[config.mk]
export PLATFORM = sky130hd
export DESIGN_NAME = fir_mac_sequencer_flat
export DESIGN_NICKNAME = d
export VERILOG_FILES = /design/src/rtl/fir_mac_if.sv /design/src/rtl/fir_mac_sequencer.sv /design/src/flat_wrapper.sv
export SDC_FILE = /design/constraint.sdc
export NUM_CORES = 1
export LEC_CHECK = 0
export BUFFER_PORTS_ARGS = -buffer_cell sky130_fd_sc_hd__buf_2
export CORE_MARGIN = 3
export CORE_UTILIZATION = 45
export DETAILED_ROUTE_END_ITERATION = 8
export SYNTH_ARGS = -nofsm -noshare
export SYNTH_HDL_FRONTEND = slang
export SYNTH_SLANG_ARGS = --single-unit
[constraint.sdc]
create_clock -name clk -period 23.9 [get_ports clk]
set_input_delay 4.78 -clock clk [delete_from_list [all_inputs] [get_ports clk]]
set_output_delay 4.78 -clock clk [all_outputs]
set_load 0.1 [all_outputs]
[src/rtl/fir_mac_if.sv]
// Sample/result handshake between a sample source and fir_mac_sequencer.
interface fir_mac_if #(parameter int BITS = 12) ();
   logic            start;
   logic [BITS-1:0] x;
   logic [BITS-1:0] y;
   logic            done;
   logic            busy;

   modport master (output start, x, input  y, done, busy);
   modport slave  (input  start, x, output y, done, busy);
endinterface

[src/rtl/fir_mac_sequencer.sv]
// Time-multiplexed FIR: one shared MAC walks TAPS ring-buffer samples per accepted start,
// with a serially loaded coefficient bank and sticky drop flags.
//
// state | meaning
// IDLE  | waiting for start; coefficient shifts accepted
// MAC   | one tap per cycle, k = 0 .. TAPS-1
// OUT   | y/done presented, write pointer advances
module fir_mac_sequencer #(
   parameter int BITS = 12,
   parameter int TAPS = 8
) (
   input  logic         clk,
   input  logic         rst_n,
   fir_mac_if.slave     bus,
   input  logic         lock,
   input  logic         coeff_load_in,
   input  logic         coeff_in,
   input  logic         clear_flags,
   output logic         overrun,
   output logic         coeff_err
);
   localparam int LG = $clog2(TAPS);
   localparam int AW = 2*BITS + LG;
   localparam logic [LG-1:0]          K_LAST = LG'(TAPS-1);
   localparam logic signed [AW-1:0]   Y_MAX  = {{(AW-BITS+1){1'b0}}, {(BITS-1){1'b1}}};
   localparam logic signed [AW-1:0]   Y_MIN  = {{(AW-BITS+1){1'b1}}, {(BITS-1){1'b0}}};
   localparam logic signed [BITS-1:0] Y_MAX_B = {1'b0, {(BITS-1){1'b1}}};
   localparam logic signed [BITS-1:0] Y_MIN_B = {1'b1, {(BITS-1){1'b0}}};

   typedef enum logic [1:0] {S_IDLE, S_MAC, S_OUT} state_t;

   state_t                  state_q, state_d;
   logic [LG-1:0]           k_q, k_d;
   logic [LG-1:0]           wr_ptr_q, wr_ptr_d;
   logic signed [AW-1:0]    acc_q, acc_d;
   logic signed [BITS-1:0]  ring_q [TAPS];
   logic signed [BITS-1:0]  ring_d [TAPS];
   logic signed [BITS-1:0]  coeff_q [TAPS];
   logic signed [BITS-1:0]  coeff_d [TAPS];
   logic signed [BITS-1:0]  y_q, y_d;
   logic                    done_q, done_d;
   logic                    overrun_q, overrun_d;
   logic                    coeff_err_q, coeff_err_d;

   logic                    busy;
   logic                    start_ok;
   logic                    shift_ok;
   logic [LG-1:0]           rd_idx;
   logic signed [BITS-1:0]  c_sel;
   logic signed [BITS-1:0]  s_sel;
   logic signed [2*BITS-1:0] prod;
   logic signed [AW-1:0]    acc_sh;

   always_comb begin
      state_d     = state_q;
      k_d         = k_q;
      wr_ptr_d    = wr_ptr_q;
      acc_d       = acc_q;
      ring_d      = ring_q;
      coeff_d     = coeff_q;
      y_d         = y_q;
      done_d      = 1'b0;
      acc_sh      = '0;

      busy     = (state_q != S_IDLE);
      start_ok = bus.start & ~lock & ~busy;
      shift_ok = coeff_load_in & ~busy;

      rd_idx = wr_ptr_q - k_q;
      c_sel  = coeff_q[k_q];
      s_sel  = ring_q[rd_idx];
      prod   = c_sel * s_sel;

      overrun_d   = (overrun_q & ~clear_flags) | (bus.start & (busy | lock));
      coeff_err_d = (coeff_err_q & ~clear_flags) | (coeff_load_in & busy);

      // The whole bank behaves as one long shift register, coeff[0] holding the oldest bits.
      if (shift_ok) begin
         for (int i = 0; i < TAPS-1; i++) begin
            coeff_d[i] = {coeff_q[i][BITS-2:0], coeff_q[i+1][BITS-1]};
         end
         coeff_d[TAPS-1] = {coeff_q[TAPS-1][BITS-2:0], coeff_in};
      end

      case (state_q)
         S_IDLE: begin
            if (start_ok) begin
               ring_d[wr_ptr_q] = bus.x;
               acc_d            = '0;
               k_d              = '0;
               state_d          = S_MAC;
            end
         end
         S_MAC: begin
            acc_d = acc_q + {{LG{prod[2*BITS-1]}}, prod};
            k_d   = k_q + 1'b1;
            // Result is registered on the last tap so y is already valid during OUT.
            if (k_q == K_LAST) begin
               acc_sh = acc_d >>> (BITS-1);
               if (acc_sh > Y_MAX)      y_d = Y_MAX_B;
               else if (acc_sh < Y_MIN) y_d = Y_MIN_B;
               else                     y_d = acc_sh[BITS-1:0];
               done_d  = 1'b1;
               state_d = S_OUT;
            end
         end
         S_OUT: begin
            wr_ptr_d = wr_ptr_q + 1'b1;
            state_d  = S_IDLE;
         end
         default: state_d = S_IDLE;
      endcase
   end

   always_ff @(posedge clk or negedge rst_n) begin
      if (!rst_n) begin
         state_q     <= S_IDLE;
         k_q         <= '0;
         wr_ptr_q    <= '0;
         acc_q       <= '0;
         y_q         <= '0;
         done_q      <= 1'b0;
         overrun_q   <= 1'b0;
         coeff_err_q <= 1'b0;
         for (int i = 0; i < TAPS; i++) begin
            ring_q[i]  <= '0;
            coeff_q[i] <= '0;
         end
      end else begin
         state_q     <= state_d;
         k_q         <= k_d;
         wr_ptr_q    <= wr_ptr_d;
         acc_q       <= acc_d;
         y_q         <= y_d;
         done_q      <= done_d;
         overrun_q   <= overrun_d;
         coeff_err_q <= coeff_err_d;
         ring_q      <= ring_d;
         coeff_q     <= coeff_d;
      end
   end

   assign bus.y     = y_q;
   assign bus.done  = done_q;
   assign bus.busy  = busy;
   assign overrun   = overrun_q;
   assign coeff_err = coeff_err_q;
endmodule
[src/flat_wrapper.sv]
// flat-port wrapper written by rule: the top's interface ports become plain ports
module fir_mac_sequencer_flat 
#(
   parameter int BITS = 12,
   parameter int TAPS = 8
)
  (clk, rst_n, lock, coeff_load_in, coeff_in, clear_flags, overrun, coeff_err, bus_start, bus_x, bus_y, bus_done, bus_busy);
  fir_mac_if #(.BITS(BITS)) bus_i ();
  input  logic clk;
  input  logic rst_n;
  input  logic lock;
  input  logic coeff_load_in;
  input  logic coeff_in;
  input  logic clear_flags;
  output logic overrun;
  output logic coeff_err;
  input wire logic [$bits(bus_i.start)-1:0] bus_start;
  input wire logic [$bits(bus_i.x)-1:0] bus_x;
  output wire logic [$bits(bus_i.y)-1:0] bus_y;
  output wire logic [$bits(bus_i.done)-1:0] bus_done;
  output wire logic [$bits(bus_i.busy)-1:0] bus_busy;
  assign bus_i.start = bus_start;
  assign bus_i.x = bus_x;
  assign bus_y = bus_i.y;
  assign bus_done = bus_i.done;
  assign bus_busy = bus_i.busy;
  fir_mac_sequencer #(.BITS(BITS), .TAPS(TAPS)) u_core (.clk(clk), .rst_n(rst_n), .bus(bus_i), .lock(lock), .coeff_load_in(coeff_load_in), .coeff_in(coeff_in), .clear_flags(clear_flags), .overrun(overrun), .coeff_err(coeff_err));
endmodule
# == Yosys cells after proc, flatten, opt, wreduce, memory -nomap -nowiden ==
# Cells that the tools add are included.
# totals
register_bits,242
inputBits,19
elab_cells,84
# classes
n_addsub,4
multipliers,1
n_lt_le_gt_ge,6
n_eq_ne,5
n_mux,20
n_bitwise,16
reduce_logical,8
# ops
operator,count
$bwmux 96,1
$mux 12,7
$bmux 12 s3,2
$pmux 27 s2,1
$demux 12 s3,1
$add 27x27->27,1
$mux 27,1
$mul 12x12->24,1
$gt 16x12->1 const B,1
$lt 16x12->1 const B,1
$ge 4x4->1 const B,3
$not 3->4,3
$reduce_and 2->1,4
$and 1x1->1,7
$add 3x1->3 const B,2
$pmux 3 s2,1
$lt 4x1->1 const B,1
$mux 2,2
$ne 2x1->1 const B,2
$pmux 2 s2,1
$reduce_bool 2->1,2
$eq 3x3->1 const B,1
$mux 3,1
$not 1->1,3
other kinds (7),10

# == Logic depth before layout (Yosys ltp) ==
# Gate-level depths: netlist of run 1.
# logic_depth
ltp_word,10
depth_mapped,43
mapped_depth_nobuf,39

# == Worst setup path after synthesis of run 1 ==
# No wires, ideal clock.
# synth_timing
path_type,register to register
startpoint,register u_core.k_q[1]
endpoint,"register u_core.y_q[1], in the netlist u_core.bus.y[1]"
setup_time_ps,83
arrival_time_ps,9308
slack_ps,14509
path_stages_with_launch,38
n_path_buf,5
cell_sequence,dfrtp_1 > clkbuf_1 > buf_1 > inv_1 > fa_1 > xor2_1 > xnor2_1 > clkbuf_1 > mux4_2 > mux2i_1 > clkbuf_1 > nand2b_1 > fa_1 > fa_1 > inv_1 > fa_1 > fa_1 > inv_1 > [2 not listed] > ha_1 > o21ai_0 > a21oi_1 > o21ai_0 > o21ai_0 > nor3_1 > nor2_1 > xor2_1 > ha_1 > and3_1 > o211ai_1 > and3_1 > o311ai_0 > nor2_1 > nand4_1 > o22ai_2 > buf_4 > o22ai_1
# synth_via
elab_chain_cells,10
elab_cells_between_ends,17
cone_classes,add/sub (2); mul (1); order compare (2); eq/ne (1); mux (8); bitwise (2); reduce/logical (1)
# synth_rtl
element,line,text
"start, declared",fir_mac_sequencer.sv:33,"logic [LG-1:0] k_q, k_d;"
"start signal, assigned",fir_mac_sequencer.sv:131,k_q <= k_d;
$sub 3x3->3,fir_mac_sequencer.sv:69,rd_idx = wr_ptr_q - k_q;
$not 3->4 (not written as such),fir_mac_sequencer.sv:71,s_sel = ring_q[rd_idx];
$bmux 12 s3,fir_mac_sequencer.sv:71,
$mux 12 (not written as such) (2 in a row),fir_mac_sequencer.sv:71,
$mul 12x12->24,fir_mac_sequencer.sv:72,prod = c_sel * s_sel;
$add 27x27->27,fir_mac_sequencer.sv:95,"acc_d = acc_q + {{LG{prod[2*BITS-1]}}, prod};"
$lt 16x12->1,fir_mac_sequencer.sv:101,else if (acc_sh < Y_MIN) y_d = Y_MIN_B;
$mux 12,fir_mac_sequencer.sv:101,
$mux 12,fir_mac_sequencer.sv:100,if (acc_sh > Y_MAX) y_d = Y_MAX_B;
"end signal, assigned",fir_mac_sequencer.sv:134,y_q <= y_d;
"end, declared",fir_mac_sequencer.sv:40,"logic signed [BITS-1:0] y_q, y_d;"
# Several ways; a longest one is shown, not always the timed one. The select of a mux whose other input is x is not followed.
# A chain may end at the register's enable or synchronous reset.

# == Worst setup path after layout of run 1 ==
# layout_timing
startpoint,register u_core.k_q[0]
endpoint,"register u_core.y_q[7], in the netlist u_core.bus.y[7]"
# The elaborated chain is that of the path after synthesis.

==> results of run 1 <==
==> flip-flops by register name, summed over array words and instances (netlist names) <==
name              cells
u_core.coeff_err      1
u_core.overrun        1
u_core.wr_ptr_q       3
u_core.acc_q         27
u_core.coeff_q       96
u_core.state_q        2
u_core.bus.y         12
u_core.bus.done       1
u_core.ring_q        96
u_core.k_q            3
==> path summary, 6_finish.rpt <==
| check | startpoint | end | slack [ns] | cells after the start |
|---|---|---|---|---|
| setup reg to reg | u_core.k_q[0]$_DFFE_PN0P_ | u_core.bus.y[7]$_DFFE_PN0P_ | 12.98 | 33 |
| hold / removal | u_core.overrun$_DFF_PN0_ | u_core.overrun$_DFF_PN0_ | 0.49 | 1 |
| setup / recovery | u_core.k_q[0]$_DFFE_PN0P_ | u_core.bus.y[7]$_DFFE_PN0P_ | 12.98 | 33 |
| max in group asynchronous | rst_n | u_core.ring_q[72]$_DFFE_PN0P_ | 18.02 | 2 |
| hold reg to reg | u_core.overrun$_DFF_PN0_ | u_core.overrun$_DFF_PN0_ | 0.49 | 1 |
| min in group asynchronous | rst_n | u_core.bus.y[0]$_DFFE_PN0P_ | 4.25 | 1 |
==> report_power, final <==
part / total (mW) / switching, mW / internal [mW] / leakage, nW
sequential: 0.547 / 0.0646 / 0.482 / 3.24
clock: 0.428 / 0.177 / 0.251 / 0.449
combinational: 1.03 / 0.625 / 0.409 / 5.78
==> placed cells by master, fill, tap and decap left out, drive strengths merged, types with 3 or more instances in the layout <==
cell type / count
nand3b: 3
nand2: 38
o21ai: 36
o31ai: 4
a31oi: 4
nand2b: 13
or2: 92
a21oi: 34
a22o: 20
o21a: 8
nor3: 9
and2: 5
nand3: 10
xor2: 17
nor2b: 13
a21o: 7
o22ai: 14
mux2i: 28
xnor2: 32
nand4: 3
nor2: 78
buf: 57
dfrtp: 242
fa: 140
inv: 213
o211ai: 5
ha: 82
mux4: 48
clkbuf: 42
a211oi: 6
mux2: 193
clkinv: 7
and3: 6
o21bai: 6
==> critical path: cells and delay by family, from the launching register on <==
family,cells,cell delay [ns]
AO/OA/AOI/OAI,10,2.95
multiplexers,2,1.22
flip-flops,1,0.95
XOR/XNOR,3,0.45
AND/OR/NAND/NOR,4,0.85
buffers and inverters,5,0.55
adder cells (fa/ha/maj),9,3.82
==> final cells by class <==
type	instances	area (um2)
clock inverter	9	127.6
timing repair buffer	57	352.8
sequential	242	6057
inverter	213	799.5
multi-input combinational	979	10380
tap	511	639.4
clock buffer	42	793.3
fill	3387	18780
==> layer usage <==
metal / global-route usage / routed length [um] / up-vias
li1: - / - / 5076
met1: 0.2524 / 16970 / 5516
met2: 0.3040 / 17280 / 156
met3: 0.03062 / 1320 / 59
met4: 0.04941 / 1078 / 0
met5: 0 / 0 / -
==> stage by stage <==
| step | std cells | area (um2) |
|---|---|---|
| 6_report | 2053 | 19150 |
| 5_1_grt | 2053 | 19150 |
| 4_1_cts | 2053 | 19150 |
| 3_5_place_dp | 2002 | 18230 |
| 3_3_place_gp | 2002 | 18230 |
| 2_1_floorplan | 1504 | 17470 |
==> logic make-up after synthesis <==
group	Yosys count
fa+ha+maj	222
simple gates	274
mux	269
buf+inv	283
flops	242
xor+xnor	49
compound gates	165
==> results.json, run 1 <==
{
  "synth_compound_area_frac": 0.06517,
  "htreeDepth": 1,
  "crit_slowest_cell": "dfrtp_2",
  "syn_area_per_cell_um2": 11.62,
  "grt_use_total": 0.1834,
  "dp_hpwl_um": 26290,
  "synth_edf_count": 0,
  "dpl_worst_slack_ns": 12.96,
  "synthTopCellsByArea": "dfrtp_1, fa_1, mux2_2, mux4_2, ha_1",
  "ir_drop_mv": 0.08056,
  "tightest_slew_ns": 1.211,
  "clkSlewWorstSetupHoldPaths_ns": 0.06,
  "end_kind": "register",
  "num_vias": 10810,
  "min_period_ns": 10.92,
  "grt_pass1_wl_um": 61650,
  "criticalPathCategory": "register to register",
  "grt-ovfl-total": 0,
  "critical_path_arrival_ns": 11.40,
  "synth_most_common_cell": "dfrtp_1",
  "cpPeakStageDelay_ns": 0.95,
  "ys_ff_latch": 242,
  "syn_to_final_growth_pct": 9.618,
  "hold_viol": 0,
  "synth_area_um2": 17470,
  "insertion_delay_ns": 0.59,
  "die-area_um2": 41220,
  "critPathMostFrequentCell": "fa_1",
  "seq_area_frac_synth": 0.3466,
  "synth_xor_area_frac": 0.02456,
  "drtIter0Drc": 466,
  "setup-violations-final": 0,
  "rsz0062_at_grt": "no",
  "finalHoldWorstSlack_ns": 0.4894,
  "io_pins": 35,
  "synthAdderAreaFrac": 0.2192,
  "drv_slew": 0,
  "wl_per_cell_um": 17.85,
  "cts_setup_buffers": 0,
  "placementRows": 71,
  "start_kind": "register",
  "root_buffer": "clkbuf_16",
  "worstPathMaxFanout": 28,
  "cts_buffers": 28,
  "cts_tree": "built",
  "initial_core_util": 0.4606,
  "layout_setup_ws_ns": 12.98,
  "leakage_nw": 9.461,
  "yosysUniqueCellTypes": 59,
  "relSlewSlack": 0.1695,
  "port_buffers": 34,
  "grt_start_max_net_pins": 108,
  "core_um2": 37930,
  "tns_ns": 0,
  "cts_buffer_depth": 3,
  "async_flop_share": 1.000,
  "p_total_mw": 2.009,
  "cp_data_required_time_ns": 24.37,
  "die_h_um": 203.0,
  "drtPass1Iterations": 5,
  "muxShareOfSynthArea": 0.2023,
  "finish.utilization": 0.5049,
  "cts_resized": 0,
  "drt-vias-per-instance": 5.264,
  "synth_flop_cell": "dfrtp_1",
  "routed_wirelength_um": 36650,
  "insertedDiodeCount": 0,
  "grt_pass1_vias": 11650,
  "hp-class": "register to register",
  "syn_inst": 1504,
  "cts_sinks": 242,
  "outcome": "complete, no violations",
  "finClkSkew_ns": 0.02511,
  "die_w_um": 203.0,
  "ys_warn_count": 0,
  "cts_hold_buf": 0,
  "routabilityCongestion": 0.8310,
  "powerDensity_nw_per_um2": 104.9,
  "route.detailed.drc": 0,
  "synthTopCellsByCount": "dfrtp_1, inv_1, mux2_2",
  "synth_top_family_by_area": "adder cells",
  "ant_nets": 0,
  "fmax_mhz": 91.55,
  "synth_nets": 1745,
  "drive_gt1_frac": 0.2892,
  "cap_violations": 0,
  "synth_top_area_frac": 0.3466,
  "post-route-period-util": 0.4570,
  "final_nets": 1762,
  "yosys.area_share.simple": 0.08093,
  "yosysTopAreaCell": "dfrtp_1",
  "grt_antenna_before_repair": 0
}
No activity file was read; power rests on OpenSTA's default activity.
==> run 2, diff against run 1 <==
ABC_AREA = 1   (was not set)
clock period = 10.1 ns   (was 23.9 ns; I/O delays follow)
==> results.json, run 2 <==
{
  "insertedDiodeCount": 0,
  "cts_hold_buf": 0,
  "syn_inst": 2238,
  "grt_use_total": 0.2199,
  "startpoint": "u_core.wr_ptr_q[0]$_DFFE_PN0N_",
  "route.detailed.drc": 0,
  "routed_wirelength_um": 44510,
  "syn_area_per_cell_um2": 8.071,
  "relSlewSlack": 0.2502,
  "synth_nets": 2479,
  "cpPeakStageDelay_ns": 0.55,
  "grt_antenna_before_repair": 0,
  "synthTopCellsByCount": "nand2_1, inv_1, o21ai_0",
  "cts_resized": 0,
  "synth_compound_area_frac": 0.1243,
  "worstPathMaxFanout": 23,
  "io_pins": 35,
  "placementRows": 72,
  "start_kind": "register",
  "yosysTopAreaCell": "dfrtp_1",
  "muxShareOfSynthArea": 0.03408,
  "drive_gt1_frac": 0.08108,
  "ff2ff_setup_slack_ns": 0.87,
  "grt_pass1_vias": 14470,
  "ys_ff_latch": 242,
  "cap_violations": 0,
  "dp_hpwl_um": 32430,
  "drtIter0Drc": 999,
  "port_buffers": 34,
  "synth_area_um2": 18060,
  "hold_viol": 0,
  "synth_flop_cell": "dfrtp_1",
  "insertion_delay_ns": 0.56,
  "htreeDepth": 1,
  "yosysUniqueCellTypes": 45,
  "criticalPathCategory": "register to register",
  "routabilityCongestion": 0.9164,
  "min_period_ns": 9.226,
  "drtPass1Iterations": 5,
  "cp_data_required_time_ns": 10.54,
  "syn_to_final_growth_pct": 8.659,
  "rsz0062_at_grt": "no",
  "crit_slowest_cell": "fa_1",
  "outcome": "complete, no violations",
  "tns_ns": 0,
  "clkSlewWorstSetupHoldPaths_ns": 0.06,
  "yosys.area_share.simple": 0.1761,
  "cts_setup_buffers": 0,
  "layout_setup_ws_ns": 0.8745,
  "seq_area_um2": 6057,
  "synth_most_common_cell": "nand2_1",
  "drt-vias-per-instance": 5.120,
  "fmax_mhz": 108.4,
  "seq_area_frac_synth": 0.3353,
  "grt_pass1_wl_um": 75200,
  "end_kind": "register",
  "synth_top_family_by_area": "adder cells",
  "num_vias": 14210,
  "die_h_um": 206.3,
  "ys_warn_count": 0,
  "drv_slew": 0,
  "cts_buffers": 28,
  "synth_top_area_frac": 0.3353,
  "die_w_um": 206.3,
  "rr_startpoint": "u_core.wr_ptr_q[0]$_DFFE_PN0N_",
  "dpl_worst_slack_ns": 0.8658,
  "finClkSkew_ns": 0.01827,
  "multi_input_area_um2": 10230,
  "core_um2": 39190,
  "ant_nets": 0,
  "root_buffer": "clkbuf_16",
  "hp-class": "register to register",
  "cts_tree": "built",
  "synthAdderAreaFrac": 0.2120,
  "cts_buffer_depth": 3,
  "final_cell_mix": "nand2_1, inv_1, o21ai_0, dfrtp_1, fa_1",
  "tightest_slew_ns": 1.122,
  "hp-start": "u_core.bus.y[5]$_DFFE_PN0P_",
  "setup-violations-final": 0,
  "synth_edf_count": 0,
  "synth_xor_area_frac": 0.01933,
  "async_flop_share": 1.000,
  "critical_path_arrival_ns": 9.67,
  "die-area_um2": 42580,
  "post-route-period-util": 0.9134,
  "reg_top3": "u_core.coeff_q x96, u_core.ring_q x96, u_core.acc_q x27",
  "wl_per_cell_um": 16.04,
  "synthTopCellsByArea": "dfrtp_1, fa_1, nand2_1, inv_1, o21ai_0",
  "cts_sinks": 242,
  "grt-ovfl-total": 0,
  "grt_start_max_net_pins": 160,
  "initial_core_util": 0.4609,
  "critPathMostFrequentCell": "nand2_1",
  "layout_commonest_cell": "nand2_1",
  "nFillCells": 3803,
  "final_nets": 2479
}
-- run 2: cell types whose count changed in the layout (fill, tap and decap cells not counted), moves of 78 or more --
| cell | before | now |
|---|---|---|
| or2_2 | 92 | 0 |
| nand2_1 | 38 | 607 |
| inv_1 | 213 | 371 |
| o21ai_0 | 36 | 243 |
| mux2_2 | 193 | 52 |
| a21oi_1 | 34 | 112 |
-- run 2: logic make-up after synthesis --
family / Yosys count
flops: 242
simple gates: 798
fa+ha+maj: 222
mux: 55
buf+inv: 465
compound gates: 417
xor+xnor: 39
-- run 2: final cells by class --
cell class | instances | area share
multi-input combinational | 1531 | 0.5214
sequential | 242 | 0.3086
inverter | 387 | 0.07401
clock buffer | 42 | 0.04201
tap | 518 | 0.03302
timing repair buffer | 48 | 0.01517
clock inverter | 7 | 0.005801
-- run 2: worst paths after layout --
path | end | cells past startpoint
setup / recovery | u_core.bus.y[6]$_DFFE_PN0P_ | 46
hold / removal | u_core.bus.y[5]$_DFFE_PN0P_ | 2
setup reg to reg | u_core.bus.y[6]$_DFFE_PN0P_ | 46
hold reg to reg | u_core.bus.y[5]$_DFFE_PN0P_ | 2
max in group asynchronous | u_core.acc_q[0]$_DFFE_PN0P_ | 2
min in group asynchronous | u_core.coeff_q[1]$_DFFE_PN0P_ | 1
-- run 2: critical path: cells and delay by family (launching register included) --
kind / cells / cell delay (ns)
flip-flops: 1 / 0.39
XOR/XNOR: 1 / 0.16
AND/OR/NAND/NOR: 18 / 2.00
buffers and inverters: 10 / 1.22
AO/OA/AOI/OAI: 8 / 1.32
adder cells (fa/ha/maj): 9 / 4.00
-- run 2: metal layers --
metal / wire length, um / global-route usage / vias to the layer above
met5: 0 / 0 / -
met2: 19890 / 0.3494 / 338
met3: 2436 / 0.04095 / 71
met4: 1266 / 0.05988 / 0
li1: - / - / 6985
met1: 20920 / 0.3105 / 6815
-- run 2: metrics by stage --
stage               area (um2)  utilization  hold slack [ns]  std cells
detailed placement       18690       0.4769           0.4627       2726
finish                   19630       0.5008           0.4816       2775
global route             19630       0.5008           0.5008       2775
CTS                      19630       0.5008           0.4827       2775
floorplan                18060            -           0.4476       2238
global placement         18690       0.4769           0.4620       2726
Power of run 2 is not shown: default switching activity piles up to over one toggle a cycle in this logic, so the estimate is an artifact.
==> run 3, diff against run 2 <==
--- a/config.mk
+++ b/config.mk
@@ -11,2 +11,3 @@
 export CORE_UTILIZATION = 45
+export CTS_BUF_LIST = sky130_fd_sc_hd__clkbuf_16
 export DETAILED_ROUTE_END_ITERATION = 8
--- a/constraint.sdc
+++ b/constraint.sdc
@@ -3,2 +3,2 @@
 set_output_delay 2.02 -clock clk [all_outputs]
-set_load 0.1 [all_outputs]
+set_load 0.05 [all_outputs]
==> results.json, run 3 (synthesis results as in run 2) <==
{
  "outcome": "complete, no violations",
  "cp_data_required_time_ns": 10.54,
  "post_dp_cell_area_um2": 18690,
  "tns_ns": 0,
  "rsz0062_at_grt": "no",
  "dpl.cell_count": 2726,
  "relSlewSlack": 0.2611,
  "final_nets": 2479,
  "worstPathMaxFanout": 23,
  "io_pins": 35,
  "port_buffers": 34,
  "cpPeakStageDelay_ns": 0.55,
  "route.detailed.drc": 0,
  "clkSlewWorstSetupHoldPaths_ns": 0.06,
  "critPathMostFrequentCell": "nand2_1",
  "min_period_ns": 9.224,
  "routabilityCongestion": 0.9164,
  "crit_slowest_cell": "fa_1",
  "cts_buffer_depth": 3,
  "grt_pass1_wl_um": 75050,
  "root_buffer": "clkbuf_16",
  "cts_sinks": 242,
  "cts_buffers": 28,
  "cts_setup_buffers": 0,
  "ff2ff_setup_slack_ns": 0.88,
  "drv_slew": 0,
  "htreeDepth": 1,
  "hold_viol": 0,
  "drtPass1Iterations": 5,
  "criticalPathCategory": "register to register",
  "syn_to_final_growth_pct": 8.382,
  "grt_pass1_vias": 14440,
  "finalInstanceArea_um2": 19580,
  "finClkSkew_ns": 0.01835,
  "hp-class": "register to register",
  "start_kind": "register",
  "final_cell_mix": "nand2_1, inv_1, o21ai_0, dfrtp_1, fa_1",
  "end_kind": "register",
  "grt_start_max_net_pins": 160,
  "insertion_delay_ns": 0.56,
  "grt_use_total": 0.2194,
  "insertedDiodeCount": 0,
  "tightest_slew_ns": 1.105,
  "nFillCells": 3802,
  "initial_core_util": 0.4609,
  "die_w_um": 206.3,
  "die-area_um2": 42580,
  "routed_wirelength_um": 44540,
  "drtIter0Drc": 1057,
  "drt-vias-per-instance": 5.140,
  "dp_hpwl_um": 32430,
  "setup-violations-final": 0,
  "ant_nets": 0,
  "die_h_um": 206.3,
  "layout_commonest_cell": "nand2_1",
  "placementRows": 72,
  "cts_resized": 0,
  "core_um2": 39190,
  "post-route-period-util": 0.9132,
  "reg_top3": "u_core.coeff_q x96, u_core.ring_q x96, u_core.acc_q x27",
  "cap_violations": 0,
  "cts_tree": "built",
  "grt-ovfl-total": 0,
  "cts_hold_buf": 0,
  "grt_antenna_before_repair": 0,
  "wl_per_cell_um": 16.05,
  "fmax_mhz": 108.4,
  "fin_cells": 2775,
  "finish.utilization": 0.4996,
  "drive_gt1_frac": 0.07887,
  "critical_path_arrival_ns": 9.67,
  "num_vias": 14260
}
-- run 3: changes by cell type in the layout (fill, tap and decap cells not counted) --
cell and change:
clkbuf_8 -5, clkinv_1 +5, inv_1 +8, clkbuf_1 -8
-- run 3: layout make-up --
class / count / area (um2) / share of cell area
Inverter: 387 / 1453 / 0.07420
Multi-Input combinational cell: 1531 / 10230 / 0.5227
Tap cell: 518 / 648.1 / 0.03311
Sequential cell: 242 / 6057 / 0.3094
Timing Repair Buffer: 48 / 297.8 / 0.01521
Clock buffer: 29 / 725.7 / 0.03707
Clock inverter: 20 / 162.7 / 0.008309
-- run 3: through the flow --
stage                     setup slack, ns  hold WS [ns]
after global placement              1.033        0.4620
after CTS                          0.8476        0.4827
after floorplan                     1.911        0.4476
after global routing              0.03054        0.5009
after detailed placement           0.8658        0.4627
final                              0.8763        0.4810
-- run 3: worst paths after layout --
kind / startpoint / to / cells past startpoint
worst max-delay path: u_core.wr_ptr_q[0]$_DFFE_PN0N_ / u_core.bus.y[6]$_DFFE_PN0P_ / 46
worst min-delay path: u_core.ring_q[82]$_DFFE_PN0P_ / u_core.ring_q[82]$_DFFE_PN0P_ / 2
worst max register to register: u_core.wr_ptr_q[0]$_DFFE_PN0N_ / u_core.bus.y[6]$_DFFE_PN0P_ / 46
worst min register to register: u_core.ring_q[82]$_DFFE_PN0P_ / u_core.ring_q[82]$_DFFE_PN0P_ / 2
max in group asynchronous: rst_n / u_core.acc_q[3]$_DFFE_PN0P_ / 2
min in group asynchronous: rst_n / u_core.coeff_q[1]$_DFFE_PN0P_ / 1
-- run 3: routing by layer --
| metal | vias to the layer above | track usage | routed length (um) |
|---|---|---|---|
| met5 | - | 0 | 0 |
| li1 | 6975 | - | - |
| met3 | 77 | 0.04048 | 2453 |
| met4 | 0 | 0.06036 | 1308 |
| met1 | 6873 | 0.3104 | 20920 |
| met2 | 338 | 0.3478 | 19850 |
-- run 3: worst max-delay path, delay by kind of cell (launching register included) --
family,cells,cell delay [ns]
simple gates,18,2.02
compound gates,8,1.32
buf+inv,10,1.21
fa+ha+maj,9,3.99
flops,1,0.39
xor+xnor,1,0.16
Power of run 3 is left out for the same reason.
